--- src/rtl/pipe_pkg.sv ---
// rtl/pipe_pkg.sv - shared state type and default widths for pipe_stage_reg
package pipe_pkg;

  typedef enum logic [1:0] {
    EMPTY = 2'd0,
    ONE   = 2'd1,
    TWO   = 2'd2
  } pipe_state_e;

  localparam int PIPE_CTRL_W = 10;
  localparam int PIPE_DATA_W = 197;
  localparam int PIPE_CNT_W  = 16;

endpackage

--- src/rtl/pipe_sat_counter.sv ---
// rtl/pipe_sat_counter.sv - saturating up-counter, cleared only by reset
module pipe_sat_counter #(
  parameter int CNT_W = 16
) (
  input  logic             clk,
  input  logic             rst_n,
  input  logic             inc,
  output logic [CNT_W-1:0] count
);

  always_ff @(posedge clk or negedge rst_n) begin
    if (!rst_n) begin
      count <= '0;
    end else if (inc && (count != {CNT_W{1'b1}})) begin
      count <= count + 1'b1;
    end
  end

endmodule

--- src/rtl/pipe_stage_reg.sv ---
// rtl/pipe_stage_reg.sv - valid/ready pipeline stage register with flush and stall counter
// PIPE_SKID_EN selects the fully registered two-entry skid build.
module pipe_stage_reg
  import pipe_pkg::*;
#(
  parameter int CTRL_W = PIPE_CTRL_W,
  parameter int DATA_W = PIPE_DATA_W,
  parameter int CNT_W  = PIPE_CNT_W
) (
  input  logic              clk,
  input  logic              rst_n,
  input  logic              flush,
  input  logic              in_valid,
  output logic              in_ready,
  input  logic [CTRL_W-1:0] in_ctrl,
  input  logic [DATA_W-1:0] in_data,
  output logic              out_valid,
  input  logic              out_ready,
  output logic [CTRL_W-1:0] out_ctrl,
  output logic [DATA_W-1:0] out_data,
  output logic [CNT_W-1:0]  stall_cnt
);

  pipe_state_e state;
  logic        in_hs;
  logic        out_hs;

  assign in_hs  = in_valid && in_ready;
  assign out_hs = out_valid && out_ready;

`ifdef PIPE_SKID_EN
  logic [CTRL_W-1:0] skid_ctrl;
  logic [DATA_W-1:0] skid_data;
`else
  assign in_ready = !out_valid || out_ready;
`endif

  always_ff @(posedge clk or negedge rst_n) begin
    if (!rst_n) begin
      state     <= EMPTY;
      out_valid <= 1'b0;
      out_ctrl  <= '0;
      out_data  <= '0;
`ifdef PIPE_SKID_EN
      in_ready  <= 1'b1;
      skid_ctrl <= '0;
      skid_data <= '0;
`endif
    end else if (flush) begin
      // Payload is left as-is; only control must never leak out of a killed stage.
      state     <= EMPTY;
      out_valid <= 1'b0;
      out_ctrl  <= '0;
`ifdef PIPE_SKID_EN
      in_ready  <= 1'b1;
      skid_ctrl <= '0;
`endif
    end else begin
      case (state)
        EMPTY: begin
          if (in_hs) begin
            out_ctrl  <= in_ctrl;
            out_data  <= in_data;
            out_valid <= 1'b1;
            state     <= ONE;
          end
        end
        ONE: begin
`ifdef PIPE_SKID_EN
          if (in_hs && !out_hs) begin
            skid_ctrl <= in_ctrl;
            skid_data <= in_data;
            in_ready  <= 1'b0;
            state     <= TWO;
          end else
`endif
          if (in_hs) begin
            out_ctrl <= in_ctrl;
            out_data <= in_data;
          end else if (out_hs) begin
            out_valid <= 1'b0;
            out_ctrl  <= '0;
            state     <= EMPTY;
          end
        end
`ifdef PIPE_SKID_EN
        TWO: begin
          if (out_hs) begin
            out_ctrl <= skid_ctrl;
            out_data <= skid_data;
            in_ready <= 1'b1;
            state    <= ONE;
          end
        end
`endif
        default: begin
          state <= EMPTY;
        end
      endcase
    end
  end

  pipe_sat_counter #(
    .CNT_W (CNT_W)
  ) u_stall_cnt (
    .clk   (clk),
    .rst_n (rst_n),
    .inc   (out_valid && !out_ready),
    .count (stall_cnt)
  );

endmodule

--- config.mk ---
export PLATFORM = sky130hd
export DESIGN_NAME = pipe_stage_reg
export DESIGN_NICKNAME = d
export VERILOG_FILES = /design/src/rtl/pipe_pkg.sv /design/src/rtl/pipe_sat_counter.sv /design/src/rtl/pipe_stage_reg.sv
export SDC_FILE = /design/constraint.sdc
export NUM_CORES = 1
export LEC_CHECK = 0
export BUFFER_PORTS_ARGS = -buffer_cell sky130_fd_sc_hd__buf_2
export CORE_AREA = 2 2 168 170
export CTS_CLUSTER_SIZE = 8
export DETAILED_ROUTE_END_ITERATION = 16
export DIE_AREA = 0 0 170 172
export PLACE_DENSITY = 0.55
export SLEW_MARGIN = 20
export SYNTH_ARGS = -nofsm -noshare
export SYNTH_HDL_FRONTEND = slang
export SYNTH_SLANG_ARGS = --single-unit
--- constraint.sdc ---
create_clock -name clk -period 1.78 [get_ports clk]
set_input_delay 0 -clock clk [delete_from_list [all_inputs] [get_ports clk]]
set_output_delay 0 -clock clk [all_outputs]
set_load 0.01 [all_outputs]
==> results_dict.tcl <==
set metrics [dict create \
    critPathLaunchType "flip-flop" \
    yosys_warnings 0 \
    antenna_found_initial 1 \
    fmax_mhz 583 \
    die_w_um 170 \
    setup_viol 0 \
    worstSkewPairLatency_ns 0.54 \
    crit_slowest_cell "dfrtp_1" \
    slew_viol_final 0 \
    grt_pass1_vias 7549 \
    route.met2.wl_um 13000 \
    wirelength_met1_um 10200 \
    nNetsFinal 1419 \
    cp-end-kind "flip-flop" \
    via_per_inst 4.41 \
    synth.avg_cell_area_um2 16.6 \
    finalSetupTns_ns 0 \
    synthCells 513 \
    seq_power_share_pct 43.2 \
    numCtsBuffers 31 \
    vias 6840 \
    cp_cell_sequence "nor2b_4 > nor3b_4 > buf_6 > buf_12 > mux2_2" \
    dr.max_layer_used "met4" \
    finalCritPeriodShare_pct 96.4 \
    pwr-share-comb_pct 22.9 \
    critical_path_arrival_ns 2.13 \
    ys_seq_area_share_pct 65.7 \
    drc 0 \
    min_path_type "input pin to asynchronous set/reset pin" \
    finalClockSkew_ns 0.0117 \
    htreeDepth 1 \
    synth_area_um2 8530 \
    cts-root-buf "clkbuf_16" \
    cp_num_buf_inv 2 \
    routed_wl_um 26300 \
    p_clk_share_pct 33.9 \
    tightest_slew_ns 0.597 \
    crit_type "flip-flop to flip-flop" \
    leakage_uw 0.00689 \
    synth_top_area_share_pct 65.7 \
    synth.ff_latch_count 224 \
    cts_sinks 224 \
    fp.dieArea_um2 29200 \
    drtIter0Drc 133 \
    port_buffers 436 \
    clk_pin_slew_worst_paths_ns 0.05 \
    hold_violations 5 \
    gp_congestion 0.766 \
    netSwitchingPower_uw 3950 \
    core_area_um2 27500 \
    crit_fanout 23 \
    grt_usage_pct 17.4 \
    cp.required_ns 2.19 \
    switching_share_pct 26.8 \
    cts_buffer_depth 3 \
    hpwl_um 17700 \
    syn_to_final_growth_pct 67.6 \
    internal_power_uw 10800 \
    wl_per_cell_um 16.9 \
    max_stage_delay_ns 0.38 \
    relSlewSlack_pct 60.2 \
    cp_top_family "simple AND/OR/NAND/NOR gates" \
    outcome "finished with violations" \
    ys_top_cells_by_area "dfrtp_1 (66%), mux2_2 (26%), buf_6 (1.3%)" \
    grt_start_max_net_pins 71 \
    fin_crit_ns 1.72 \
    dr_wl_met3_um 2350 \
    failed_checks "negative hold slack" \
    cts_tree "yes" \
    num_io_pins 437 \
    finalNonFillerCells 1552 \
    dp_cells 1307 \
    worst_hold_slack_ns -0.00426 \
    ir_drop_v 0.000724 \
    first_pass_iters 6 \
    drtAntennaViolNets 0 \
    rsz0062_at_grt "yes" \
    initial_core_util_pct 31.0 \
    synth_top_cell_by_area "dfrtp_1" \
    die_h_um 172 \
    ys_types 29 \
    drive_gt1_share_pct 59.1 \
    num-fill-cells 2299 \
    overflow 0 \
    power_density_nw_per_um2 1030 \
    drv_cap 0 \
    num_rows 61 \
    grt_pass1_wl_um 40300 \
    syn_nets 726 \
]
-- state kept, by name, summed over array words and instances (netlist names) --
register           count
out_data             197
u_stall_cnt.count     16
out_ctrl              10
out_valid              1
-- logic make-up after synthesis --
kind of cell               share of synthesized area (%)
AOI/OAI and AO/OA                                   1.19
xor gates and xnor gates                            1.54
adders and majority gates                          0.147
buffers and inverters                               2.25
DFF                                                 65.7
muxes                                               26.2
and+or+nand+nor                                     2.95
-- cells in the mapped netlist (all sizes together) --
cell       n
or3        1
xor2       8
or2        1
nor2b      1
inv        1
dfrtp    224
nor2       6
nand4      8
o2111ai    1
nor3b      1
a22o      10
and4       1
nand3      2
buf       23
ha         1
mux2     198
nand2      8
nor3       4
xnor2      7
and3       2
nor4       4
a21oi      1
-- area by class of cell --
| cell class | instances | area [um^2] | area share, % |
|---|---|---|---|
| clock inverter | 1 | 8.76 | 0.0613 |
| antenna | 1 | 2.50 | 0.0175 |
| timing repair buffer | 683 | 4710 | 33.0 |
| clock buffer | 31 | 776 | 5.43 |
| sequential | 224 | 5610 | 39.2 |
| multi-input combinational | 265 | 2750 | 19.2 |
| inverter | 1 | 3.75 | 0.0263 |
| tap | 346 | 433 | 3.03 |
-- through the flow --
step	instance area, um^2	utilization (%)	power (uW)	setup slack, ns
final	14300	52.0	14700	0.0634
after global routing	14300	52.0	15500	-0.00895
after CTS	14300	51.9	14900	-0.0156
after detailed placement	11400	41.3	9430	0.00210
after global placement	11400	41.3	9390	0.0523
after floorplan	8530	-	7820	0.101
-- worst register-to-register path: stages (launching register included) --
cell and delay (ns):
dfrtp_1 0.38, nor2b_4 0.16, nor3b_4 0.25, buf_6 0.22, buf_12 0.20, mux2_2 0.37
-- power by group through the flow --
| stage | sequential [uW] | combinational, uW | clock (uW) |
|---|---|---|---|
| floorplan | 6860 | 958 | 0 |
| global placement | 6420 | 2970 | 0 |
| detailed placement | 6440 | 3000 | 0 |
| CTS | 6370 | 3370 | 5180 |
| global route | 6490 | 3630 | 5410 |
| finish | 6380 | 3370 | 5000 |
-- layout by cell type, fill, tap and decap left out, types with 2 or more instances in the layout --
| master | Yosys | final |
|---|---|---|
| buf_4 | 4 | 24 |
| mux2_2 | 197 | 197 |
| xnor2_1 | 7 | 7 |
| nand4_1 | 7 | 7 |
| clkbuf_16 | 0 | 31 |
| a22o_1 | 10 | 10 |
| and3_1 | 2 | 2 |
| nor4_1 | 2 | 2 |
| nor3_1 | 4 | 4 |
| dfrtp_1 | 224 | 224 |
| dlygate4sd3_1 | 0 | 211 |
| buf_8 | 0 | 2 |
| buf_2 | 9 | 435 |
| nand2_1 | 8 | 8 |
| nor2_1 | 5 | 5 |
| nand3_1 | 2 | 2 |
| xor2_1 | 8 | 8 |
| buf_12 | 0 | 10 |
-- metal layers --
metal  GRT usage [%]  vias up
li1                -     3195
met1            20.1     3280
met2            30.7      319
met3            5.17       46
met4            6.06        0
met5               0        -
-- timing repair --
action                                  in CTS  in global routing
hold buffers                               211                  0
endpoints found under the setup margin       3                196
pin swaps                                    0                  1
hold endpoints to repair                   440                  0
gates resized for setup                      0                  6
setup buffers                                0                  1
-- worst paths after layout --
check	depth (start not counted)	start	slack, ns	to
min in group clk	4	in_valid	0.03	out_ctrl[2]$_DFFE_PN0P_
min reg2reg	1	out_data[99]$_DFFE_PN0P_	0.50	out_data[99]$_DFFE_PN0P_
max in group asynchronous	3	rst_n	1.10	out_data[145]$_DFFE_PN0P_
max reg2reg	5	out_valid$_DFFE_PN0P_	0.06	out_data[20]$_DFFE_PN0P_
max	5	out_valid$_DFFE_PN0P_	0.06	out_data[20]$_DFFE_PN0P_
min	2	rst_n	-0.004	out_data[38]$_DFFE_PN0P_
No activity file was read; power rests on OpenSTA's default activity.
